File: src/rtl/lif_network_param.sv
// Purpose : N_IN leaky integrate-and-fire input neurons drive one LIF output neuron via runtime-writable weights.
// Latency : input spike -> syn_current 1 edge -> out_spike at the following edge at the earliest.
// Backpressure: none; the network advances every clock and cannot be stalled.
//
// Ports:
//   clk, reset (async, active-low)
//   ext_in      packed per-neuron input currents, neuron i on [i*W +: W]
//   cfg_we/cfg_addr/cfg_wdata  weight write port; out-of-range addresses are dropped
//   spike       registered input-neuron spikes (single-cycle pulses)
//   out_spike   registered output-neuron spike
//   out_mem     output-neuron membrane
//   syn_current registered, saturated weighted sum of input spikes
//   spike_count saturating count of out_spike pulses (only with LIF_SPIKE_COUNT_EN)
//
// Build option: define LIF_SPIKE_COUNT_EN to add the spike_count port and counter.
module lif_network_param #(
    parameter int N_IN        = 3,
    parameter int W           = 8,
    parameter int THRESH      = 16,
    parameter int LEAK_SHIFT  = 2,
    parameter int REFRAC      = 2,
    parameter int WEIGHT_INIT = 6,
    localparam int AW         = (N_IN > 1) ? $clog2(N_IN) : 1
) (
    input  logic                clk,
    input  logic                reset,
    input  logic [N_IN*W-1:0]   ext_in,
    input  logic                cfg_we,
    input  logic [AW-1:0]       cfg_addr,
    input  logic [W-1:0]        cfg_wdata,
    output logic [N_IN-1:0]     spike,
    output logic                out_spike,
    output logic [W-1:0]        out_mem,
    output logic [W-1:0]        syn_current
`ifdef LIF_SPIKE_COUNT_EN
    ,
    output logic [15:0]         spike_count
`endif
);

    // Refractory counter must hold REFRAC; keep at least one bit when REFRAC is 0.
    localparam int RW = (REFRAC > 0) ? $clog2(REFRAC + 1) : 1;
    // Synapse accumulator is wide enough for N_IN full-scale weights.
    localparam int SW = W + $clog2(N_IN + 1);

    localparam logic [W:0]    TH = (W + 1)'(THRESH);
    localparam logic [RW-1:0] RF = RW'(REFRAC);

    typedef struct packed {
        logic [W-1:0]  mem;
        logic [RW-1:0] cnt;
        logic          spk;
    } nstate_t;

    // One LIF step shared by every neuron in the network.
    function automatic nstate_t lif_step(input nstate_t s, input logic [W-1:0] cur);
        nstate_t    n;
        logic [W:0] sum;
        n   = s;
        // mem - (mem >> k) never underflows, so the extra bit only catches the cur overflow.
        sum = {1'b0, s.mem} - {1'b0, s.mem >> LEAK_SHIFT} + {1'b0, cur};
        if (s.cnt != '0) begin
            n.cnt = s.cnt - RW'(1);
            n.mem = '0;
            n.spk = 1'b0;
        end else if (sum >= TH) begin
            n.spk = 1'b1;
            n.mem = '0;
            n.cnt = RF;
        end else begin
            n.spk = 1'b0;
            n.mem = sum[W] ? '1 : sum[W-1:0];
        end
        return n;
    endfunction

    nstate_t       in_st  [N_IN];
    nstate_t       in_nxt [N_IN];
    nstate_t       out_st;
    nstate_t       out_nxt;
    logic [W-1:0]  weight [N_IN];
    logic [SW-1:0] syn_sum;
    logic [W-1:0]  syn_nxt;

    always_comb begin
        for (int i = 0; i < N_IN; i++) begin
            in_nxt[i] = lif_step(in_st[i], ext_in[i*W +: W]);
            spike[i]  = in_st[i].spk;
        end
        out_nxt   = lif_step(out_st, syn_current);
        out_spike = out_st.spk;
        out_mem   = out_st.mem;
    end

    // Weighted spike sum uses the weights as they stand before this edge,
    // so a write coincident with a spike only takes effect next time.
    always_comb begin
        syn_sum = '0;
        for (int i = 0; i < N_IN; i++) begin
            if (in_st[i].spk) begin
                syn_sum = syn_sum + SW'(weight[i]);
            end
        end
        syn_nxt = (|syn_sum[SW-1:W]) ? '1 : syn_sum[W-1:0];
    end

    always_ff @(posedge clk or negedge reset) begin
        if (!reset) begin
            for (int i = 0; i < N_IN; i++) begin
                in_st[i]  <= '0;
                weight[i] <= W'(WEIGHT_INIT);
            end
            out_st      <= '0;
            syn_current <= '0;
        end else begin
            for (int i = 0; i < N_IN; i++) begin
                in_st[i] <= in_nxt[i];
                // Addresses >= N_IN never match an index and are silently dropped.
                if (cfg_we && (cfg_addr == AW'(i))) begin
                    weight[i] <= cfg_wdata;
                end
            end
            out_st      <= out_nxt;
            syn_current <= syn_nxt;
        end
    end

`ifdef LIF_SPIKE_COUNT_EN
    always_ff @(posedge clk or negedge reset) begin
        if (!reset) begin
            spike_count <= '0;
        end else if (out_st.spk && (spike_count != 16'hFFFF)) begin
            spike_count <= spike_count + 16'd1;
        end
    end
`endif

endmodule

File: config.mk
export PLATFORM = sky130hd
export DESIGN_NAME = lif_network_param
export DESIGN_NICKNAME = d
export VERILOG_FILES = /design/src/rtl/lif_network_param.sv
export SDC_FILE = /design/constraint.sdc
export NUM_CORES = 1
export LEC_CHECK = 0
export BUFFER_PORTS_ARGS = -buffer_cell sky130_fd_sc_hd__buf_2
export CAP_MARGIN = 20
export CORE_AREA = 5 5 164 166
export CTS_BUF_LIST = sky130_fd_sc_hd__clkbuf_16
export CTS_CLUSTER_SIZE = 20
export DETAILED_ROUTE_END_ITERATION = 7
export DIE_AREA = 0 0 169 171
export SYNTH_ARGS = -nofsm -noshare
export SYNTH_HDL_FRONTEND = slang
export SYNTH_SLANG_ARGS = --single-unit
File: constraint.sdc
create_clock -name clk -period 7.7 [get_ports clk]
set_input_delay 1.155 -clock clk [delete_from_list [all_inputs] [get_ports clk]]
set_output_delay 1.155 -clock clk [all_outputs]
set_load 0.01 [all_outputs]
==> reports/metrics.csv <==
stage,metric,value,unit
floorplan,core,0.0255,mm2
critical_path,crit_path_start_kind,register,
synth,synth-async-reset-ratio,1.00,
placed_design,place.detailed.hpwl,10400,um
clock_network,htree_levels,3,
routing,drt_iter0_drc,124,
sta,final_hold_viol_count,0,
critical_path,critPathSlowestCell,dfrtp_1,
synth,synth_edf_count,0,
clock_network,cts_tree,built,
critical_path,worstPathArrival,4330,ps
clock_network,ctsHoldBuffers,0,
sta,worstMarginPinSlew,752,ps
sta,grt_setup_unrepaired,false,
routing,wl_per_cell,12.3,um
routing,ant_nets,0,
sta,finClkSkew,12.1,ps
global_route,grt_pass1_wl,22200,um
layout,final_common_cell,inv_1,
critical_path,worstSetupPathType,register to register,
floorplan,start_util,0.245,
run_status,outcome,"finished, final reports clean",
power_and_ir_drop,power,2.12,mW
clock_network,cts.sinks,76,
synth,synth_cells,642,
floorplan,die_area,0.0289,mm2
sta,drv_slew,0,
critical_path,crit_chain,and2_1 > ha_1 > inv_1 > fa_1 > nor2b_1 > o31a_1 > o21ai_0 > a211o_1 > nand3_1 > ha_1 > a211o_1 > or2_2 > o221a_2 > mux2i_1 > o21ai_0,
layout,areaGrowthSynthToFinish,15.1,%
placed_design,portBuffers,56,
clock_network,post-cts-setup-buffers,0,
routing,drc,0,
run,cap_violations,0,
power_and_ir_drop,irDropWorstVdd,0.000155,V
synth,ys_types,71,
floorplan,chipWidth,169,um
critical_path,required,7880,ps
routing,num_vias,4597,
clock_network,cts-root-buf,clkbuf_16,
synth,ys_ff_latch,76,
global_route,grt_overflow_total,0,
critical_path,cp-end-kind,register,
global_route,antenna_found_initial,3,
floorplan,dieHeight,171,um
layout,nets,841,
clock_network,cts_resized,0,
global_route,grt_pass1_vias,4632,
synth,ys.flop_type,dfrtp_1,
synth,synth.cell_area,0.00623,mm2
layout,drive_above_1_share,0.183,
sta,maxSlewHeadroom,0.496,
routing,viasPerCell,4.38,
global_route,grtUsageTotal,0.0943,
placed_design,gp_congestion,0.804,
clock_network,cts_buffer_depth,2,
layout,final_cell_mix,"144 x inv_1, 70 x dfrtp_1, 68 x ha_1, 55 x buf_2, 33 x o21ai_0",
power_and_ir_drop,p_per_area,295,mW/mm2
sta,min_period_over_period,0.538,
critical_path,crit_fanout,10,
routing,wirelength,12900,um
synth,avgSynthCellArea,9.70,um2
clock_network,path_clk_slew,60,ps
routing,dr.pass1.iters,4,
sta,hold_ws,493,ps
sta,fmax,241,MHz
clock_network,insertion_delay,340,ps
synth,yosysSeqAreaShare,0.306,
power_and_ir_drop,p_leak,3.50,nW
sta,setup_tns,0,ps
critical_path,slowest_delay,560,ps
floorplan,ios,57,
sta,min_period,4140,ps
sta,setup_violations,0,
floorplan,core.rowCount,59,
clock_network,cts_buffers,9,
synth,ys_warn_count,0,
global_route,grt_max_degree,50,
worst_hold_path,hp-class,register to register,
layout,diodes,0,
-- synthesized netlist by cell type (3+ instances only) --
master      n  area, um2
fa_1       26        521
ha_1       68        851
a21oi_1    20        100
nor3_1     11       55.1
xnor2_1     5       43.8
and3_1      3       18.8
a211oi_1   15        113
a211o_1     3       26.3
o21ai_0    33        165
nand3b_1    6       45.0
o21bai_1    7       52.6
xor2_1      7       61.3
a211oi_2    4       50.1
mux2_2     30        338
dfrtp_1    70       1750
buf_4      11       82.6
nand3_1     8       40.0
and2_1      9       56.3
inv_1     140        526
clkbuf_1    3       11.3
nor2b_1    10       62.6
o21ai_1     3       15.0
o21a_1     11       82.6
mux2_1      3       33.8
nand4_1     4       25.0
dfstp_2     6        158
nand2b_1    8       50.1
o211ai_1    4       30.0
a21o_1     11       82.6
o31a_1      4       35.0
nor2_1     22       82.6
mux2i_1     9       90.1
nand2_1    15       56.3
a21oi_2     4       35.0
nand4b_1    3       26.3
o221a_2     4       45.0
-- registers in the layout (all words and copies together) (netlist names) --
register	cells
out_spike	1
out_st	2
spike	3
syn_current	8
in_st	30
out_mem	8
weight	24
-- report_power, final --
group / total, mW / internal [mW] / leakage, nW / switching [mW]
clock: 0.410 / 0.245 / 0.152 / 0.165
sequential: 0.569 / 0.492 / 0.929 / 0.0764
combinational: 1.14 / 0.504 / 2.42 / 0.636
-- final timing paths --
path | from | endpoint | slack [ps] | cells after the start
hold reg to reg | in_st[1]$_DFFE_PN0P_ | in_st[1]$_DFFE_PN0P_ | 490 | 1
max in group asynchronous | reset | weight[19]$_DFFE_PN0P_ | 5980 | 2
min in group asynchronous | reset | out_mem[5]$_DFF_PN0_ | 730 | 1
hold / removal | in_st[1]$_DFFE_PN0P_ | in_st[1]$_DFFE_PN0P_ | 490 | 1
setup reg to reg | spike[0]$_DFF_PN0_ | syn_current[7]$_DFF_PN0_ | 3560 | 15
setup / recovery | spike[0]$_DFF_PN0_ | syn_current[7]$_DFF_PN0_ | 3560 | 15
-- cell families (layout without fill, tap and decap cells) --
logic type / count (synthesis) / in the layout / synth area share
buf+inv: 156 / 214 / 0.102
compound gates: 145 / 145 / 0.165
simple gates: 115 / 115 / 0.113
fa+ha+maj: 94 / 94 / 0.220
flops: 76 / 76 / 0.306
mux: 43 / 43 / 0.0765
xor+xnor: 12 / 12 / 0.0169
other cells: 1 / 16 / 0.000602
-- critical path: cells and delay by family (launching register included) --
kind | cells | cell delay [ps]
compound gates | 6 | 1360
fa+ha+maj | 3 | 880
simple gates | 4 | 700
flops | 1 | 560
mux | 1 | 420
buf+inv | 1 | 70
-- metal layers --
metal | track usage | wire length (um) | vias up
li1 | - | - | 2305
met4 | 0.0200 | 132 | 6
met1 | 0.121 | 5940 | 2191
met5 | 0 | 34 | -
met2 | 0.156 | 6080 | 77
met3 | 0.0314 | 704 | 18
-- cell type report --
| class | count | area [um2] |
|---|---|---|
| Clock inverter | 7 | 53.8 |
| Sequential cell | 76 | 1910 |
| Multi-Input combinational cell | 425 | 3740 |
| Clock buffer | 9 | 225 |
| Timing Repair Buffer | 57 | 290 |
| Inverter | 141 | 529 |
| Tap cell | 335 | 419 |
| Fill cell | 2708 | 18300 |
-- metrics by stage --
step                utilization  worst slack, ps  cell area (um2)  cells
finish                    0.282             3560             7170   1050
global route              0.282             3180             7170   1050
CTS                       0.282             3520             7170   1050
detailed placement        0.271             3530             6890   1034
global placement          0.271             3580             6890   1034
floorplan                     -             4000             6290    657
No activity file was read; power rests on OpenSTA's default activity.
